`src/rtl/bounce_gen_amisha_pkg.sv`:
```
// Shared definitions for the bounce emitter: state encodings, LFSR taps and
// fallback seed, plus the LFSR step function.
package bounce_gen_amisha_pkg;

  typedef enum logic [1:0] {
    ST_IDLE   = 2'd0,
    ST_BOUNCE = 2'd1,
    ST_SETTLE = 2'd2
  } state_t;

  // Taps 16,14,13,11 expressed as a bit mask over lfsr[15:0].
  localparam logic [15:0] LFSR_TAPS          = 16'hB400;
  localparam logic [15:0] LFSR_FALLBACK_SEED = 16'hACE1;

  function automatic logic [15:0] lfsr_next(input logic [15:0] s);
    return {s[14:0], ^(s & LFSR_TAPS)};
  endfunction

endpackage

```
`src/rtl/bounce_gen_amisha_lfsr16.sv`:
```
// 16-bit Fibonacci LFSR that steps only when advance is high.
// A zero SEED would lock up, so it is replaced by the fallback seed.
module lfsr16_amisha
  import bounce_gen_amisha_pkg::*;
#(
  parameter logic [15:0] SEED = 16'hACE1
) (
  input  logic        clk,
  input  logic        reset,
  input  logic        advance,
  output logic [15:0] lfsr
);

  localparam logic [15:0] INIT = (SEED == 16'h0000) ? LFSR_FALLBACK_SEED : SEED;

  always_ff @(posedge clk or posedge reset) begin
    if (reset) begin
      lfsr <= INIT;
    end else if (advance) begin
      lfsr <= lfsr_next(lfsr);
    end
  end

endmodule

```
`src/rtl/bounce_gen_amisha.sv`:
```
// Contact-bounce emitter: drives btn_out through a pseudo-random glitch burst
// before settling at the commanded level. BOUNCE_GEN_ABORT_EN adds abort_amisha.
module bounce_gen_amisha
  import bounce_gen_amisha_pkg::*;
#(
  parameter int          N_BOUNCE     = 3,
  parameter int          MIN_GAP      = 4,
  parameter int          GAP_BITS     = 4,
  parameter int          STABLE_TICKS = 32,
  parameter logic [15:0] SEED         = 16'hACE1
) (
  input  logic clk_amisha,
  input  logic reset_amisha,
  input  logic cmd_valid_amisha,
  input  logic cmd_level_amisha,
`ifdef BOUNCE_GEN_ABORT_EN
  input  logic abort_amisha,
`endif
  output logic cmd_ready_amisha,
  output logic btn_out_amisha,
  output logic busy_amisha,
  output logic done_tick_amisha
);

  localparam int          SW          = $clog2(STABLE_TICKS + 1);
  localparam logic [6:0]  TOGGLES     = 7'(2 * N_BOUNCE + 1);
  localparam logic [SW-1:0] SETTLE_LOAD = SW'(STABLE_TICKS);
  localparam logic [8:0]  MIN_GAP_M1  = 9'(MIN_GAP - 1);

  state_t          state_q, state_d;
  logic            btn_q, target_q;
  logic [6:0]      toggle_cnt_q;
  logic [8:0]      gap_cnt_q, gap_load;
  logic [SW-1:0]   settle_cnt_q;
  logic [15:0]     lfsr;
  logic            accept, toggle_now, last_toggle, settle_done, abort_hit;
  logic            unused_lfsr_bits;

  assign accept      = cmd_valid_amisha && (state_q == ST_IDLE);
  assign toggle_now  = (state_q == ST_BOUNCE) && (gap_cnt_q == 9'd0);
  assign last_toggle = toggle_now && (toggle_cnt_q == 7'd1);
  assign settle_done = (state_q == ST_SETTLE) && (settle_cnt_q == '0);
  assign gap_load    = MIN_GAP_M1 + {{(9-GAP_BITS){1'b0}}, lfsr[GAP_BITS-1:0]};
  assign unused_lfsr_bits = ^lfsr;

`ifdef BOUNCE_GEN_ABORT_EN
  // A final settle count wins over abort so only one done_tick is produced.
  assign abort_hit = abort_amisha && (state_q != ST_IDLE) && !settle_done;
`else
  assign abort_hit = 1'b0;
`endif

  lfsr16_amisha #(.SEED(SEED)) u_lfsr (
    .clk     (clk_amisha),
    .reset   (reset_amisha),
    .advance (toggle_now && !abort_hit),
    .lfsr    (lfsr)
  );

  always_ff @(posedge clk_amisha or posedge reset_amisha) begin
    if (reset_amisha) state_q <= ST_IDLE;
    else              state_q <= state_d;
  end

  always_comb begin
    state_d = state_q;
    case (state_q)
      ST_IDLE: begin
        if (accept) state_d = (cmd_level_amisha != btn_q) ? ST_BOUNCE : ST_SETTLE;
      end
      ST_BOUNCE: begin
        if (abort_hit || last_toggle) state_d = ST_SETTLE;
      end
      ST_SETTLE: begin
        if (settle_done) state_d = ST_IDLE;
      end
      default: state_d = ST_IDLE;
    endcase
  end

  // Abort is folded into SETTLE with a zero count so done_tick has one source.
  always_ff @(posedge clk_amisha or posedge reset_amisha) begin
    if (reset_amisha) begin
      btn_q        <= 1'b0;
      target_q     <= 1'b0;
      toggle_cnt_q <= 7'd0;
      gap_cnt_q    <= 9'd0;
      settle_cnt_q <= '0;
    end else if (accept) begin
      target_q     <= cmd_level_amisha;
      toggle_cnt_q <= TOGGLES;
      gap_cnt_q    <= 9'd0;
      settle_cnt_q <= SETTLE_LOAD;
    end else if (abort_hit) begin
      btn_q        <= target_q;
      settle_cnt_q <= '0;
    end else if (toggle_now) begin
      btn_q        <= ~btn_q;
      toggle_cnt_q <= toggle_cnt_q - 7'd1;
      gap_cnt_q    <= gap_load;
      if (last_toggle) settle_cnt_q <= SETTLE_LOAD;
    end else if (state_q == ST_BOUNCE) begin
      gap_cnt_q    <= gap_cnt_q - 9'd1;
    end else if ((state_q == ST_SETTLE) && (settle_cnt_q != '0)) begin
      settle_cnt_q <= settle_cnt_q - SW'(1);
    end
  end

  always_comb begin
    cmd_ready_amisha = 1'b0;
    busy_amisha      = 1'b0;
    done_tick_amisha = 1'b0;
    case (state_q)
      ST_IDLE:   cmd_ready_amisha = 1'b1;
      ST_BOUNCE: busy_amisha      = 1'b1;
      ST_SETTLE: begin
        busy_amisha      = 1'b1;
        done_tick_amisha = settle_done;
      end
      default:   cmd_ready_amisha = 1'b0;
    endcase
  end

  assign btn_out_amisha = btn_q;

endmodule

```
`config.mk`:
```
export PLATFORM = sky130hd
export DESIGN_NAME = bounce_gen_amisha
export DESIGN_NICKNAME = d
export VERILOG_FILES = /design/src/rtl/bounce_gen_amisha_pkg.sv /design/src/rtl/bounce_gen_amisha_lfsr16.sv /design/src/rtl/bounce_gen_amisha.sv
export SDC_FILE = /design/constraint.sdc
export NUM_CORES = 1
export LEC_CHECK = 0
export CORE_AREA = 2 2 73 75
export CTS_BUF_LIST = sky130_fd_sc_hd__clkbuf_8
export DETAILED_ROUTE_END_ITERATION = 7
export DIE_AREA = 0 0 75 77
export HOLD_SLACK_MARGIN = 0.12
export SYNTH_ARGS = -nofsm -noshare
export SYNTH_HDL_FRONTEND = slang
export SYNTH_SLANG_ARGS = --single-unit
```
`constraint.sdc`:
```
create_clock -name clk_amisha -period 3.1 [get_ports clk_amisha]
set_input_delay 0.93 -clock clk_amisha [delete_from_list [all_inputs] [get_ports clk_amisha]]
set_output_delay 0.93 -clock clk_amisha [all_outputs]
set_load 0.01 [all_outputs]
```
* After elaboration in Yosys (flattened, before gate mapping)
Index checks and enable logic that the tools add are counted.
** Cells by class
- Bitwise logic cells :: 2
- Reductions and logical operators :: 17
- Muxes and demuxes :: 18
- Add/subtract/negate cells :: 4
- Equal/unequal tests :: 9
** Operators by type and width (number)
- two-way mux 6 bit :: 5
- two-way mux 9 bit :: 3
- parity 16 bit :: 1
- two-way mux 7 bit :: 2
- zero test 9 bit :: 1
- subtractor 9 x 1 -> 9 bit, second input constant :: 1
- two-way mux 2 bit :: 4
- equality test 7 x 1 -> 1 bit, second input constant :: 1
- subtractor 7 x 1 -> 7 bit, second input constant :: 1
- zero test 6 bit :: 1
- inequality test 2 bit, second input constant :: 3
- one-hot mux 2 bit (3 select lines) :: 1
- AND reduction 3 bit :: 2
- nonzero test 3 bit :: 2
- nonzero test 6 bit :: 1
- subtractor 6 x 1 -> 6 bit, second input constant :: 1
- adder 2 x 4 -> 5 bit, first input constant :: 1
- logical AND 1 bit :: 5
- two-way mux 1 bit :: 3
- inequality test 3 x 2 -> 1 bit, second input constant :: 1
- inequality test 3 bit, second input constant :: 1
- equality test 2 x 1 -> 1 bit, second input constant :: 1
- equality test 2 bit, second input constant :: 1
- zero test 2 bit :: 1
- other kinds (5) :: 6
** Word-level totals
- Flip-flop bits (word level) :: 41
- Bits of input ports :: 4
- Output and inout port bits :: 4

* Depth between registers and ports, before layout
Gate-level depths: netlist of the first run.
- Depth after elaboration :: 6
- Mapped depth :: 8
- Mapped depth without buffers :: 6

* By module
From an unflattened synthesis of the first run, not the netlist that was laid out.
** Unflattened totals
- Cell total of the unflattened synthesis :: 203
- Area, all modules :: 2203.4 sq um
** Modules (own cells, without submodules)
- bounce_gen_amisha :: times used 1, sequential area each 625.6 sq um, cells an instance 164, area each 1524.0 sq um
- lfsr16_amisha :: times used 1, sequential area each 410.4 sq um, cells an instance 39, area each 679.4 sq um

* Worst setup path after synthesis of the first run
OpenSTA, ideal clock, no wires.
- Path type :: flip-flop to output port
- Start point :: register settle_cnt_q[2]
- End point :: output done_tick_amisha
- Data arrival time :: 1.009 ns
- Required time :: 2.170 ns
- Setup slack :: 1.161 ns
- Stages on the path, launching flop included :: 3
- Path buffers :: 0
- Path through :: dfrtp_1 nor3_1 and3_1
** Between the ends
- Longest elaborated chain between the ends :: 3
** Ends and longest elaborated chain
- start: declaration :: line bounce_gen_amisha.sv:34 : logic [SW-1:0] settle_cnt_q;
- start signal: assignment :: line bounce_gen_amisha.sv:105 : settle_cnt_q <= settle_cnt_q - SW'(1);
- zero test 6 bit :: line bounce_gen_amisha.sv:42 : assign settle_done = (state_q == ST_SETTLE) && (settle_cnt_q == '0);
- logical AND 1 bit :: line bounce_gen_amisha.sv:42
- two-way mux 1 bit :: line bounce_gen_amisha.sv:113 : case (state_q)
- end: declaration :: line bounce_gen_amisha.sv:22 : output logic done_tick_amisha
No other way between the ends.

* Final worst setup path of the first run
- Start point :: register settle_cnt_q[0]
- End point :: output done_tick_amisha
Same word-level chain as after synthesis.

==> results of run 1 <==
[cells by family after synthesis]
family,Yosys count,share of synthesized area (%)
flops,41,47.4
simple gates,100,24.6
compound gates,39,12.4
fa+ha+maj,9,5.15
xor+xnor,15,6.01
buf+inv,25,4.41
[synth_stat cells, drive strengths merged, types with 3 or more instances]
cell,n,area share [%]
nand3b,4,1.4
inv,15,2.6
nand3,8,2.1
a31oi,5,1.4
buf,3,0.63
clkbuf,7,1.2
o21ai,9,2.1
ha,9,5.2
xor2,9,3.6
nand4,4,1.1
or3,3,0.86
nor3,6,1.4
o41ai,3,1.2
nor2,5,0.86
and3,3,0.86
nand2b,3,0.86
dfrtp,33,38
dfstp,8,9.6
nand2,51,8.8
a211oi,3,1.0
xnor2,6,2.4
a21oi,5,1.1
[cell usage in the layout, fill, tap and decap left out, types with 6 or more instances in the layout]
cell,synthesis,routed
dfrtp_1,33,33
buf_4,0,6
xor2_1,9,9
nor3_1,6,6
dfstp_2,8,8
xnor2_1,6,6
nand3_1,7,7
nand2_1,51,51
clkdlybuf4s50_1,0,7
ha_1,9,9
inv_1,15,16
[state kept, by name (all words and copies together), names as in the netlist]
signal          flops
btn_out_amisha      1
gap_cnt_q           9
settle_cnt_q        6
state_q             2
toggle_cnt_q        7
u_lfsr.lfsr        16
[layout make-up]
class	instances	share of cell area, %
Clock inverter	3	0.566
Multi-Input combinational cell	163	43.3
Clock buffer	5	2.83
Tap cell	70	3.60
Sequential cell	41	42.6
Inverter	15	2.32
Timing Repair Buffer	13	4.74
[metal layers]
layer / vias to the layer above / global-route usage [%] / routed length, um
met5: - / 0 / 0
met4: 0 / 4.82 / 53
met3: 5 / 3.55 / 98
met2: 14 / 24.8 / 1880
met1: 797 / 22.6 / 2090
li1: 807 / - / -
[path summary, 6_finish.rpt]
check	startpoint	end	slack, ns
setup / recovery	settle_cnt_q[0]$_DFFE_PP0P_	done_tick_amisha	0.35
hold / removal	u_lfsr.lfsr[5]$_DFFE_PP1P_	u_lfsr.lfsr[6]$_DFFE_PP1P_	0.46
setup reg to reg	state_q[1]$_DFFE_PP0P_	gap_cnt_q[7]$_DFFE_PP0P_	0.81
hold reg to reg	u_lfsr.lfsr[5]$_DFFE_PP1P_	u_lfsr.lfsr[6]$_DFFE_PP1P_	0.46
max in group asynchronous	reset_amisha	u_lfsr.lfsr[10]$_DFFE_PP1P_	1.67
min in group asynchronous	reset_amisha	settle_cnt_q[5]$_DFFE_PP0P_	1.06
[power breakdown]
part / leakage, nW / total [W] / internal (W) / switching, W
sequential: 0.509 / 0.000731 / 0.000628 / 0.000103
combinational: 0.544 / 0.000709 / 0.000327 / 0.000382
clock: 0.0491 / 0.000339 / 0.000153 / 0.000186
total: 1.10 / 0.00178 / 0.00111 / 0.000671
[per-stage QoR]
| stage | total power (W) | std cells | hold slack [ns] | worst slack [ns] |
|---|---|---|---|---|
| 2_1_floorplan | 0.00124 | 229 | 0.435 | 1.16 |
| 4_1_cts | 0.00179 | 310 | 0.459 | 0.335 |
| 3_3_place_gp | 0.00144 | 302 | 0.445 | 0.629 |
| 5_1_grt | 0.00191 | 310 | 0.476 | 0.200 |
| 3_5_place_dp | 0.00144 | 302 | 0.451 | 0.602 |
| 6_report | 0.00178 | 310 | 0.460 | 0.352 |
[worst max-delay path, cell delays in order, from the launching register on]
cell             delay [ns]
dfrtp_1                0.40
inv_1                  0.11
ha_1                   0.18
nor2b_1                0.15
and3_1                 0.16
clkdlybuf4s50_1        0.52
==> impl_metrics.yaml, run 1 <==
clock_network:
  clk_latency_ns: 0.29
  cts_tree: "done"
  cts_made_buffers: 5
  htree_levels: 2
  clockRootBuffer: "clkbuf_8"
  cts_setup_buffers: 0
  hold_buffers: 0
  ctsResizeCount: 0
  cts_sinks: 41
  clk_pin_slew_ns: 0.08
  cts_buffer_depth: 2
layout:
  drive_above_1_share_pct: 11.3
  num_antenna_cells: 0
  seqCellArea_um2: 1040
  postLayoutCellArea_um2: 2430
  final_core_util_pct: 48.8
  multi_input_area_um2: 1050
  fillers: 486
  area_growth_pct: 11.2
  nets: 252
sta:
  worst_pin_slew_ns: 0.737
  final-max-slew-violation-count: 0
  rsz0062_at_grt: "false"
  fin_worst_skew_ns: 0.00739
  finalSetupTns_ns: 0
  fin_crit_ns: 2.75
  setup_violations: 0
  min_period_over_period_pct: 88.6
  fmax_mhz: 364
  slew_headroom_pct: 50.2
  finalHoldViolCount: 0
floorplan:
  coreArea_um2: 4980
  num_rows: 26
  chipWidth_um: 75
  ios: 8
  die_area_um2: 5780
  start_util_pct: 43.9
  die_y_um: 77
synth:
  syn_inst: 229
  ys_types: 46
  synth_edf_count: 0
  ys.flop_type: "dfrtp_1"
  syn_area_um2: 2180
  ys_seq_elements: 41
  synth_seq_area_share_pct: 47.4
  synth.net_count: 242
  async_reset_ff_share_pct: 100
  yosysWarnings: 0
  avgSynthCellArea_um2: 9.54
setup_path:
  crit_path_end_kind: "output port"
  crit_type: "reg2out"
  start_kind: "register"
  arrival_ns: 1.82
  critPathRequiredTime_ns: 2.17
  rr_worst_depth: 6
  path_max_fanout: 4
grt:
  grt_antenna_before_repair: 0
  grt_usage_pct: 16.1
  grt_pass1_wl_mm: 7.29
  grt_pass1_vias: 1576
  gr-total-overflow: 0
  grt_max_degree: 42
place:
  gp_congestion: 0.801
  hpwl_mm: 2.73
  numPortBuffers: 7
  dpl_cell_area_um2: 2350
min_path:
  whs_path_depth: 2
  hp-class: "reg2reg"
detailed_routing:
  wire_per_inst_um: 13.3
  via_count: 1623
  ant_nets: 0
  drc: 0
  drt_iter0_drc: 118
  routed_wl_mm: 4.12
  avgViaCountPerCell: 5.24
  drt-pass1-iter-count: 4
power_and_ir_drop:
  ir_drop_uv: 233
  powerDensity_nw_per_um2: 732
  p_leak_nw: 1.10
run_status:
  status: "completed"
run:
  maxCapViolCount: 0
No activity file was read; power rests on OpenSTA's default activity.
==> inputs of run 2 (changes only) <==
- CTS_CLUSTER_SIZE: unset -> 10
- clock period: 3.1 -> 3.3 ns (I/O delays scaled with it)
==> run 2 against run 1 <==
Against the previous run:
- first-iteration DRC count fell by 53%
- final area up 1.2%
- die area stayed put
- wire length decreased by 5.9%
- combinational power fell by 9.0%
- worst setup slack gained 0.054 ns
- non-clock buffer count down 1
- cell count decreased by 0.32%
- critical endpoint unchanged
- largest power group unchanged
- highest routed layer unchanged
==> impl_metrics.yaml, run 2 (synthesized netlist as in run 1, its figures left out) <==
clock_network:
  cts_setup_buffers: 0
  clk_latency_ns: 0.29
  cts_sinks: 41
  cts_made_buffers: 5
  htree_levels: 2
  cts_buffer_depth: 2
  clockRootBuffer: "clkbuf_8"
  hold_buffers: 0
  cts_tree: "done"
  clk_pin_slew_ns: 0.07
  ctsResizeCount: 0
sta:
  setup_violations: 0
  finalHoldViolCount: 0
  rsz0062_at_grt: "false"
  layout_setup_ws_ns: 0.406
  finalSetupTns_ns: 0
  fin_worst_skew_ns: 0.00594
  fmax_mhz: 346
  fin_crit_ns: 2.89
  slew_headroom_pct: 45.9
  final-max-slew-violation-count: 0
  min_period_over_period_pct: 87.7
  worst_pin_slew_ns: 0.802
setup_path:
  rr_worst_depth: 7
  cpMaxStageDelayCell: "clkdlybuf4s50_1"
  path_buf_inv: 1
  path_depth: 3
  start_kind: "register"
  worstPathCellList: "nor3_1 > and3_1 > clkdlybuf4s50_1"
  crit_path_end_kind: "output port"
  path_max_fanout: 7
  critPathMaxStageDelay_ns: 0.53
  arrival_ns: 1.90
  crit_type: "reg2out"
  path_delay_family: "simple AND/OR/NAND/NOR gates"
  critPathRequiredTime_ns: 2.31
detailed_routing:
  via_count: 1591
  avgViaCountPerCell: 5.15
  wl_met1_mm: 1.92
  drt-pass1-iter-count: 4
  wire_per_inst_um: 12.5
  routed_wl_mm: 3.88
  top_layer: "met4"
  ant_nets: 0
  drc: 0
  drt_iter0_drc: 55
  wl_met3_um: 99
  dr_wl_met2_mm: 1.84
layout:
  largest_register_ffs: 16
  drive_above_1_share_pct: 11.3
  area_growth_pct: 12.6
  final_core_util_pct: 49.4
  nets: 251
  final_cell_mix: "nand2_1 (51), dfrtp_1 (33), inv_1 (15)"
  final_common_cell: "nand2_1"
  top_regs: "u_lfsr.lfsr: 16 flops, gap_cnt_q: 9 flops, toggle_cnt_q: 7 flops"
  num_antenna_cells: 0
  largest_register: "u_lfsr.lfsr"
floorplan:
  die_y_um: 77
  start_util_pct: 43.9
  coreArea_um2: 4980
  ios: 8
  num_rows: 26
  chipWidth_um: 75
  die_area_um2: 5780
place:
  gp_congestion: 0.814
  hpwl_mm: 2.67
  dpl_worst_slack_ns: 0.717
  numPortBuffers: 7
power_and_ir_drop:
  clock_power_share_pct: 23.8
  ir_drop_uv: 291
  p_sw_w: 0.000615
  powerDensity_nw_per_um2: 711
  p_leak_nw: 1.11
  swShare_pct: 35.2
  p_seq_share_pct: 39.3
  combPwrFrac_pct: 36.9
  internal_power_w: 0.00113
grt:
  gr-total-overflow: 0
  grt_antenna_before_repair: 0
  grt_usage_pct: 15.4
  grt_max_degree: 42
  grt_pass1_vias: 1543
  grt_pass1_wl_mm: 6.97
min_path:
  whs_path_depth: 2
  hp-class: "reg2reg"
run_status:
  status: "completed"
run:
  maxCapViolCount: 0
[run 2: worst paths after layout]
path	start	end	slack, ns
setup / recovery	settle_cnt_q[2]$_DFFE_PP0P_	done_tick_amisha	0.41
hold / removal	u_lfsr.lfsr[6]$_DFFE_PP1P_	u_lfsr.lfsr[6]$_DFFE_PP1P_	0.46
setup reg to reg	state_q[1]$_DFFE_PP0P_	u_lfsr.lfsr[0]$_DFFE_PP1P_	1.09
hold reg to reg	u_lfsr.lfsr[6]$_DFFE_PP1P_	u_lfsr.lfsr[6]$_DFFE_PP1P_	0.46
max in group asynchronous	reset_amisha	u_lfsr.lfsr[7]$_DFFE_PP1P_	1.81
min in group asynchronous	reset_amisha	gap_cnt_q[1]$_DFFE_PP0P_	1.11
[run 2: metal layers]
layer  vias up  GRT usage (%)
met5         -              0
met3         4           3.94
met4         0           3.75
li1        807              -
met2        17           24.8
met1       763           20.5
[run 2: layout make-up]
type / instances / area [um^2]
Clock buffer: 6 / 82.6
Clock inverter: 2 / 37.5
Fill cell: 477 / 2520
Inverter: 15 / 56.3
Multi-Input combinational cell: 163 / 1050
Sequential cell: 41 / 1040
Tap cell: 70 / 87.6
Timing Repair Buffer: 12 / 108
[run 2: power by group through the flow]
stage | logic [W] | registers [W] | clock network [W]
floorplan | 0.000492 | 0.000678 | 0
global placement | 0.000653 | 0.000692 | 0
detailed placement | 0.000648 | 0.000696 | 0
CTS | 0.000653 | 0.000686 | 0.000430
global route | 0.000740 | 0.000702 | 0.000449
finish | 0.000645 | 0.000688 | 0.000417
[run 2: worst min-delay path: stages, from the launching register on]
cell	delay (ns)
dfstp_2	0.37
nand2_1	0.05
nand2_1	0.04
[run 2: through the flow]
| step | power (W) | area [um^2] | hold WS [ns] | std cells |
|---|---|---|---|---|
| after floorplan | 0.00117 | 2180 | 0.435 | 229 |
| after global placement | 0.00134 | 2340 | 0.446 | 301 |
| after detailed placement | 0.00134 | 2340 | 0.450 | 301 |
| after CTS | 0.00177 | 2460 | 0.463 | 309 |
| after global routing | 0.00189 | 2460 | 0.487 | 309 |
| final | 0.00175 | 2460 | 0.459 | 309 |
==> inputs of run 3 (changes only) <==
- SETUP_SLACK_MARGIN: unset -> 0.15
==> results of run 3 <==
No change in the layout: final DEF, timing and power equal those of run 2.
